**src/rtl/writeback_stage_pkg.sv**
```systemverilog
// Shared pipeline definitions for the writeback stage: MD select encodings,
// FSM state encoding and the default memory-wait budget.
package writeback_stage_pkg;

   typedef enum logic [1:0] {
      ST_IDLE    = 2'd0,
      ST_MEM_REQ = 2'd1,
      ST_WB      = 2'd2
   } wb_state_t;

   localparam logic [1:0] MD_RESULT = 2'd0;
   localparam logic [1:0] MD_MEM    = 2'd1;
   localparam logic [1:0] MD_SLT    = 2'd2;
   localparam logic [1:0] MD_RSVD   = 2'd3;

   localparam int MEM_TIMEOUT_DEF = 15;
   localparam int WAIT_CNT_BITS   = 4;

   // The reserved MD code behaves exactly like the ALU-result select.
   function automatic logic [1:0] md_mux_sel(input logic [1:0] md);
      return (md == MD_RSVD) ? MD_RESULT : md;
   endfunction

endpackage

```
**src/rtl/writeback_stage_mux.sv**
```systemverilog
// Three-input data select used for the writeback data path; select code 3
// falls back to input 0.
module three_to_one_mux #(
   parameter int WIDTH = 32
) (
   input  logic [1:0]       i_sel,
   input  logic [WIDTH-1:0] i_in0,
   input  logic [WIDTH-1:0] i_in1,
   input  logic [WIDTH-1:0] i_in2,
   output logic [WIDTH-1:0] o_out
);

   always_comb begin
      o_out = i_in0;
      case (i_sel)
         2'd1:    o_out = i_in1;
         2'd2:    o_out = i_in2;
         default: o_out = i_in0;
      endcase
   end

endmodule

```
**src/rtl/writeback_stage.sv**
```systemverilog
// Writeback stage: retires ALU ops in one cycle, runs loads/stores through a
// req/ack memory port with a bounded wait, and drives the register-file write.
module writeback_stage
   import writeback_stage_pkg::*;
#(
   parameter int DATA_BITS      = 32,
   parameter int reg_addr_width = 5,
   parameter int MEM_TIMEOUT    = MEM_TIMEOUT_DEF
) (
   input  logic                      clk,
   input  logic                      rst_n,
   input  logic                      valid_in,
   input  logic                      RW,
   input  logic [reg_addr_width-1:0] DA,
   input  logic [1:0]                MD,
   input  logic                      MW,
   input  logic [DATA_BITS-1:0]      result,
   input  logic                      determinate,
   input  logic [DATA_BITS-1:0]      DData,
   output logic                      stall,
   output logic                      mem_req,
   output logic                      mem_we,
   output logic [DATA_BITS-1:0]      mem_addr,
   output logic [DATA_BITS-1:0]      mem_wdata,
   input  logic                      mem_ack,
   input  logic [DATA_BITS-1:0]      mem_rdata,
   output logic                      reg_we,
   output logic [reg_addr_width-1:0] reg_addr,
   output logic [DATA_BITS-1:0]      reg_wdata,
   output logic                      mem_err,
   output logic [1:0]                o_dbg_state
);

   localparam logic [WAIT_CNT_BITS-1:0] LP_LAST_WAIT = WAIT_CNT_BITS'(MEM_TIMEOUT - 1);

   wb_state_t                 r_state;
   wb_state_t                 w_next_state;
   logic [WAIT_CNT_BITS-1:0]  r_wait_cnt;
   logic                      r_mem_we;
   logic [DATA_BITS-1:0]      r_mem_addr;
   logic [DATA_BITS-1:0]      r_mem_wdata;
   logic                      r_rw;
   logic [reg_addr_width-1:0] r_da;
   logic                      r_reg_we;
   logic [reg_addr_width-1:0] r_reg_addr;
   logic [DATA_BITS-1:0]      r_reg_wdata;
   logic                      r_mem_err;

   logic                      w_accept;
   logic                      w_is_mem;
   logic                      w_mem_accept;
   logic                      w_alu_accept;
   logic                      w_ack;
   logic                      w_timeout;
   logic [1:0]                w_sel;
   logic [DATA_BITS-1:0]      w_slt_data;
   logic [DATA_BITS-1:0]      w_mux_out;

   // Handshake: an op is taken when valid_in=1 in IDLE; while stall=1 the
   // upstream holds its outputs and nothing presented is consumed.
   assign w_accept     = (r_state == ST_IDLE) && valid_in;
   assign w_is_mem     = MW || (MD == MD_MEM);
   assign w_mem_accept = w_accept && w_is_mem;
   assign w_alu_accept = w_accept && !w_is_mem;
   assign w_ack        = (r_state == ST_MEM_REQ) && mem_ack;
   assign w_timeout    = (r_state == ST_MEM_REQ) && !mem_ack && (r_wait_cnt == LP_LAST_WAIT);

   // Outside IDLE the only data source is the load return.
   assign w_sel      = (r_state == ST_IDLE) ? md_mux_sel(MD) : MD_MEM;
   assign w_slt_data = {{(DATA_BITS-1){1'b0}}, determinate};

   three_to_one_mux #(
      .WIDTH (DATA_BITS)
   ) u_md_mux (
      .i_sel (w_sel),
      .i_in0 (result),
      .i_in1 (mem_rdata),
      .i_in2 (w_slt_data),
      .o_out (w_mux_out)
   );

   always_ff @(posedge clk or negedge rst_n) begin
      if (!rst_n) r_state <= ST_IDLE;
      else        r_state <= w_next_state;
   end

   always_comb begin
      w_next_state = r_state;
      case (r_state)
         ST_IDLE:    if (w_mem_accept) w_next_state = ST_MEM_REQ;
         ST_MEM_REQ: begin
            if (w_ack)          w_next_state = r_mem_we ? ST_IDLE : ST_WB;
            else if (w_timeout) w_next_state = ST_IDLE;
         end
         ST_WB:      w_next_state = ST_IDLE;
         default:    w_next_state = ST_IDLE;
      endcase
   end

   // Stall is gated by rst_n so it drops the instant reset asserts.
   always_comb begin
      stall   = rst_n && ((r_state != ST_IDLE) || w_mem_accept);
      mem_req = (r_state == ST_MEM_REQ);
      mem_we  = (r_state == ST_MEM_REQ) && r_mem_we;
   end

   always_ff @(posedge clk or negedge rst_n) begin
      if (!rst_n) begin
         r_wait_cnt  <= '0;
         r_mem_we    <= 1'b0;
         r_mem_addr  <= '0;
         r_mem_wdata <= '0;
         r_rw        <= 1'b0;
         r_da        <= '0;
         r_reg_we    <= 1'b0;
         r_reg_addr  <= '0;
         r_reg_wdata <= '0;
         r_mem_err   <= 1'b0;
      end else begin
         r_reg_we  <= 1'b0;
         r_mem_err <= w_timeout;
         if (w_mem_accept) begin
            r_wait_cnt  <= '0;
            r_mem_we    <= MW;
            r_mem_addr  <= result;
            r_mem_wdata <= DData;
            r_rw        <= RW;
            r_da        <= DA;
         end else if ((r_state == ST_MEM_REQ) && !mem_ack) begin
            r_wait_cnt <= r_wait_cnt + 1'b1;
         end
         if (w_alu_accept) begin
            r_reg_we    <= RW && (DA != '0);
            r_reg_addr  <= DA;
            r_reg_wdata <= w_mux_out;
         end else if (w_ack && !r_mem_we) begin
            r_reg_we    <= r_rw && (r_da != '0);
            r_reg_addr  <= r_da;
            r_reg_wdata <= w_mux_out;
         end
      end
   end

   assign mem_addr    = r_mem_addr;
   assign mem_wdata   = r_mem_wdata;
   assign reg_we      = r_reg_we;
   assign reg_addr    = r_reg_addr;
   assign reg_wdata   = r_reg_wdata;
   assign mem_err     = r_mem_err;
   assign o_dbg_state = r_state;

endmodule

```
**config.mk**
```make
export PLATFORM = sky130hd
export DESIGN_NAME = writeback_stage
export DESIGN_NICKNAME = d
export VERILOG_FILES = /design/src/rtl/writeback_stage_pkg.sv /design/src/rtl/writeback_stage_mux.sv /design/src/rtl/writeback_stage.sv
export SDC_FILE = /design/constraint.sdc
export NUM_CORES = 1
export LEC_CHECK = 0
export ABC_CLOCK_PERIOD_IN_PS = 3100
export CAP_MARGIN = 30
export CELL_PAD_IN_SITES_DETAIL_PLACEMENT = 1
export CELL_PAD_IN_SITES_GLOBAL_PLACEMENT = 2
export CORE_MARGIN = 2
export CORE_UTILIZATION = 27
export DETAILED_ROUTE_END_ITERATION = 6
export PLACE_DENSITY = 0.88
export SLEW_MARGIN = 0
export SYNTH_ARGS = -nofsm -noshare
export SYNTH_HDL_FRONTEND = slang
export SYNTH_SLANG_ARGS = --single-unit
```
**constraint.sdc**
```tcl
create_clock -name clk -period 3.1 [get_ports clk]
set_clock_uncertainty 0.15 [all_clocks]
set_input_delay 0.62 -clock clk [delete_from_list [all_inputs] [get_ports clk]]
set_output_delay 0.62 -clock clk [all_outputs]
set_load 0.1 [all_outputs]
```
==> out/results.txt, run 1 <==
final design utilization: 42.6%
Post-Synth XOR/XNOR Area: 0.178%
drt wl/cell: 18.0 um
commonest non-fill, non-tap cell in the layout: dfrtp_1
Simple-Gate Fraction of Synth Area: 4.00%
Tot GR Track Use: 15.0%
Die H: 139 um
Residual DRC: 0
global route overflow: 0
hold slack: 0.345 ns
Max Clk Rate: 366 MHz
asr flop ratio synth: 100%
io pins: 218
initial core utilization: 27.4%
global routing usage on met3: 4.73%
routing usage on met2: 25.3%
Slew HR: 54.1%
top cell type's share of synthesized area: 59.1%
final instance area: 7620 um2
Crit path required time: 2.33 ns
crit path kind: in -> out
max-slew violation count: 0
CTS clk-pin slew, worst paths: 0.05 ns
maximum clock path buffer count: 2
clock sink count: 116
Post-synth EDFFs: 0
final worst path period share: 88.1%
H-tree levels: 4
Hold Fails Final Rpt: 0
P&R area growth vs syn: 55.3%
TritonRoute pass-1 iters: 4
port bufs: 217
ys flop type: dfrtp_1
TritonCTS Buffers: 17
GR met1 Demand/Resource: 18.0%
final setup vio count: 0
register bit total from synthesis: 116
vias per cell: 4.66
CP max-delay cell: clkdlybuf4s50_1
commonest non-fill, non-tap cells in the layout: dfrtp_1, buf_4, clkdlybuf4s50_1
slowest stage delay, CP: 0.46 ns
gpl congestion: 0.736
outcome: completed
post-route ant nets: 0
ranking of synthesized cells by area: dfrtp_1, mux2_2, a22o_1
sequential area share after synthesis: 59.1%
post-synthesis mux area share: 23.4%
CP Max Fanout: 6
WL final: 14.3 mm
Die ar.: 19300 um2
initial antenna violation count: 0
first-pass GRT wire length: 22.9 mm
share of layout cells above drive strength 1: 43.8%
post-synth top area cell: dfrtp_1
initial DRC count: 151
largest net degree at the start of global routing: 53
Worst Setup End Kind: primary output
Vias: 3715
latest clock arrival within the worst-skew pair: 0.40 ns
count of different cell masters after synthesis: 37
RSZ-0062 raised after global routing: no
ant diodes: 0
worst endpoint data arrival time: 1.96 ns
Avg Cell Area, Syn: 14.8 um2
CTS tree: yes
adder-cell share of the synthesized area: 1.02%
Max-cap violations: 0
Worst Tran Pin Value: 0.689 ns
CP cell instances: clkdlybuf4s50_1 -> nor3b_4 -> o21ai_4 -> a21boi_2 -> buf_12
CTS-repair resized insts: 0
CTS Root Cell: clkbuf_16
busiest grt layer: met2
Hold Path Class: reg -> reg
hpwl dp: 10.3 mm
Synth Net Count: 446
Syn. warnings: 0
Nets: 671
startpoint types: input pin
Compound-Gate Fraction of Synth Area: 9.17%
core area: 17900 um2
placed cells: 766
Syn Inst Count: 332
non-filler instance count after layout: 797
number of global-route vias before repair: 4199
Placed Area: 7070 um2
Min Clock Period, post-route: 2.73 ns
largest family of logic cells by synthesized area: multiplexers
row count: 49
mapped cell area: 4910 um2
Die X: 139 um
-- per-layer routing --
layer  wire length (um)  part of all wire [%]
met2               7210                    50
met1               5900                    41
met4                307                   2.1
met5                  0                     0
met3                925                   6.4
-- state kept, by name, summed over array words and instances, names as in the netlist --
register and count:
reg_we 1, mem_addr 32, mem_wdata 32, mem_err 1, r_mem_we 1, reg_addr 5
r_rw 1, r_wait_cnt 4, o_dbg_state 2, reg_wdata 32, r_da 5
-- final timing paths --
check / startpoint / to / slack (ns) / depth (start not counted)
setup / recovery: valid_in / stall / 0.37 / 5
hold / removal: reg_wdata[25]$_DFFE_PN0P_ / reg_wdata[25]$_DFFE_PN0P_ / 0.34 / 1
setup reg to reg: o_dbg_state[1]$_DFFE_PN0P_ / reg_wdata[15]$_DFFE_PN0P_ / 0.80 / 6
hold reg to reg: reg_wdata[25]$_DFFE_PN0P_ / reg_wdata[25]$_DFFE_PN0P_ / 0.34 / 1
max in group asynchronous: rst_n / r_da[1]$_DFFE_PN0P_ / 1.29 / 3
min in group asynchronous: rst_n / mem_addr[24]$_DFFE_PN0P_ / 0.51 / 2
-- repair_timing --
item                                   in CTS  in global routing
hold buffers                                1                  0
endpoints found under the hold margin      19                  0
buffers inserted                            0                  0
-- worst max-delay path, delay by kind of cell --
family                 cells  cell delay [ns]
buffers and inverters      2             0.66
and+or+nand+nor            1             0.35
AOI/OAI and AO/OA          2             0.33
-- logic make-up after synthesis --
group                      after synthesis
xor gates and xnor gates                 1
adders and majority gates                4
and+or+nand+nor                         32
AOI/OAI and AO/OA                       52
muxes                                  102
buffers and inverters                   25
DFF                                    116
-- synthesized netlist by cell type, types with 2 or more instances --
master / instances
a21oi_1: 2
a221o_1: 5
a22o_1: 31
and2_1: 6
and3_1: 2
buf_2: 5
buf_6: 7
clkbuf_1: 8
dfrtp_1: 116
ha_1: 4
inv_1: 5
mux2_1: 7
mux2_2: 95
nand2_1: 6
nor2_1: 3
nor2b_1: 3
o21ai_0: 5
or3_1: 3
-- cell type report --
type                       count  area, um2
clock buffer                  25        495
clock inverter                 5       50.0
fill                        1872      10300
inverter                       5       18.8
multi-input combinational    191       1880
sequential                   116       2900
tap                          229        287
timing repair buffer         226       1990
-- through the flow --
| step | setup slack (ns) | setup TNS, ns |
|---|---|---|
| after global routing | 0.312 | 0 |
| after floorplan | -0.135 | -0.135 |
| final | 0.368 | 0 |
| after CTS | 0.363 | 0 |
| after detailed placement | 0.292 | 0 |
| after global placement | 0.381 | 0 |
Power of run 1 is not shown: default switching activity piles up to over one toggle a cycle in this logic, so the estimate is an artifact.
==> run 2, diff against run 1 <==
--- a/config.mk
+++ b/config.mk
@@ -13,6 +13,7 @@
 export CORE_UTILIZATION = 27
 export DETAILED_ROUTE_END_ITERATION = 6
 export PLACE_DENSITY = 0.88
+export REMOVE_ABC_BUFFERS = 1
 export SLEW_MARGIN = 0
 export SYNTH_ARGS = -nofsm -noshare
 export SYNTH_HDL_FRONTEND = slang
==> run 2 against run 1 <==
Final cell count is 0.38% higher. Critical endpoint unchanged. Register-to-register slack hardly changed. Global-route usage is 0.072 points higher. Routed wire length is 2.1% lower. Die area stayed put. Non-clock buffer count is 2 higher. Count of clock-buffer cells in the layout is 2 lower. Sequential cell count stayed put. Design area is 0.56% higher. Maximum frequency is 1.3% lower. Largest cell class unchanged. Utilization is 0.24 points higher.
==> out/results.txt, run 2 (synthesis gave the netlist of run 1 again) <==
outcome: completed
max-slew violation count: 0
Die H: 139 um
Die ar.: 19300 um2
Worst Tran Pin Value: 0.623 ns
Slew HR: 58.5%
ant diodes: 0
CP max-delay cell: dlygate4sd3_1
final design utilization: 42.8%
Tot GR Track Use: 15.1%
commonest non-fill, non-tap cells in the layout: buf_4, dfrtp_1, clkdlybuf4s50_1
Die X: 139 um
row count: 49
Residual DRC: 0
most used cell, CP: buf_4
final setup vio count: 0
largest net degree at the start of global routing: 49
CTS-repair resized insts: 0
TritonCTS Buffers: 17
Vias: 3700
CTS clk-pin slew, worst paths: 0.05 ns
io pins: 218
port bufs: 217
hold path cells: 1
H-tree levels: 4
initial DRC count: 93
share of layout cells above drive strength 1: 44.1%
Hold Fails Final Rpt: 0
Worst Min Path Start: reg_wdata[15]$_DFFE_PN0P_
non-filler instance count after layout: 800
worst endpoint data arrival time: 2.00 ns
Worst Setup SP: rst_n
P&R area growth vs syn: 56.2%
clock sink count: 116
worst r2r dst: reg_wdata[3]$_DFFE_PN0P_
initial antenna violation count: 0
vias per cell: 4.63
FF/Latch Area: 2900 um2
Max-cap violations: 0
Multi-input gate area: 1860 um2
final setup margin: 0.331 ns
initial core utilization: 27.4%
number of global-route vias before repair: 4149
worst flop-to-flop path startpoint: o_dbg_state[1]$_DFFE_PN0P_
Buf/Inv on CP: 4
CTS Root Cell: clkbuf_16
delay-heaviest family, CP: buffers and inverters
Min Clock Period, post-route: 2.77 ns
final worst path period share: 89.3%
Max Clk Rate: 361 MHz
TritonRoute pass-1 iters: 4
gpl congestion: 0.783
Hold EP: reg_wdata[15]$_DFFE_PN0P_
first-pass GRT wire length: 23.1 mm
hold slack: 0.337 ns
core area: 17900 um2
RSZ-0062 raised after global routing: no
drt wl/cell: 17.5 um
global route overflow: 0
maximum clock path buffer count: 2
Crit path required time: 2.33 ns
crit path kind: in -> out
Filler Cell Count: 1844
startpoint types: input pin
cells on worst reg2reg path: 7
latest clock arrival within the worst-skew pair: 0.40 ns
CP cell instances: dlygate4sd3_1 -> buf_4 -> a21boi_0 -> buf_4 -> buf_12
Register-to-Register Setup Slack: 0.79 ns
slowest stage delay, CP: 0.53 ns
WL final: 14.0 mm
post-route ant nets: 0
CP Max Fanout: 25
Hold Path Class: reg -> reg
placed cells: 768
Post-Place Setup Slack: 0.285 ns
CTS tree: yes
hpwl dp: 10.1 mm
Nets: 673
Worst Setup End Kind: primary output
==> run 2: changes by cell type in the layout (fill, tap and decap cells not counted), sizes merged <==
cell | previous run | this run
buf | 117 | 119
clkbuf | 25 | 23
clkinv | 4 | 3
clkinvlp | 0 | 4
==> run 2: cell type report <==
type,count,area share (%)
inverters,5,0.245
well taps,229,3.74
multi-input cells,191,24.3
repair buffers,228,26.4
clock buffers,23,6.49
clock inverters,8,0.979
flip-flops and latches,116,37.9
==> run 2: how the worst max path moves through the flow <==
stage,endpoint,slack [ns],cells past startpoint
after floorplan,stall,-1.59,3
after global placement,reg_wdata[25]$_DFFE_PN0P_,0.36,8
after detailed placement,reg_wdata[3]$_DFFE_PN0P_,0.29,8
after CTS,stall,0.33,5
after global routing,stall,0.23,5
final,stall,0.33,5
==> run 2: worst register-to-register path, cell delays in order, from the launching register on <==
cell and delay, ns:
dfrtp_1 0.47, nor2_1 0.24, nand3b_1 0.13, ha_1 0.37, nor2b_2 0.05, buf_4 0.23, a22o_1 0.25, mux2_1 0.30
==> run 2: metal layers <==
layer | GRT usage (%) | wire length (um)
met5 | 0 | 0
met4 | 5.79 | 229
met3 | 6.53 | 1290
met2 | 24.7 | 6900
met1 | 17.5 | 5610
==> run 2: metrics by stage <==
step,area [um2],setup TNS (ns)
after floorplan,4780,-16.21
after global placement,7080,0
after detailed placement,7080,0
after CTS,7670,0
after global routing,7670,0
final,7670,0
==> run 2: what timing repair did <==
item | 4_1_cts | 5_1_grt
buffers inserted | 0 | 0
hold buffers | 1 | 0
hold endpoints to repair | 22 | 0
Power of run 2 is left out for the same reason.
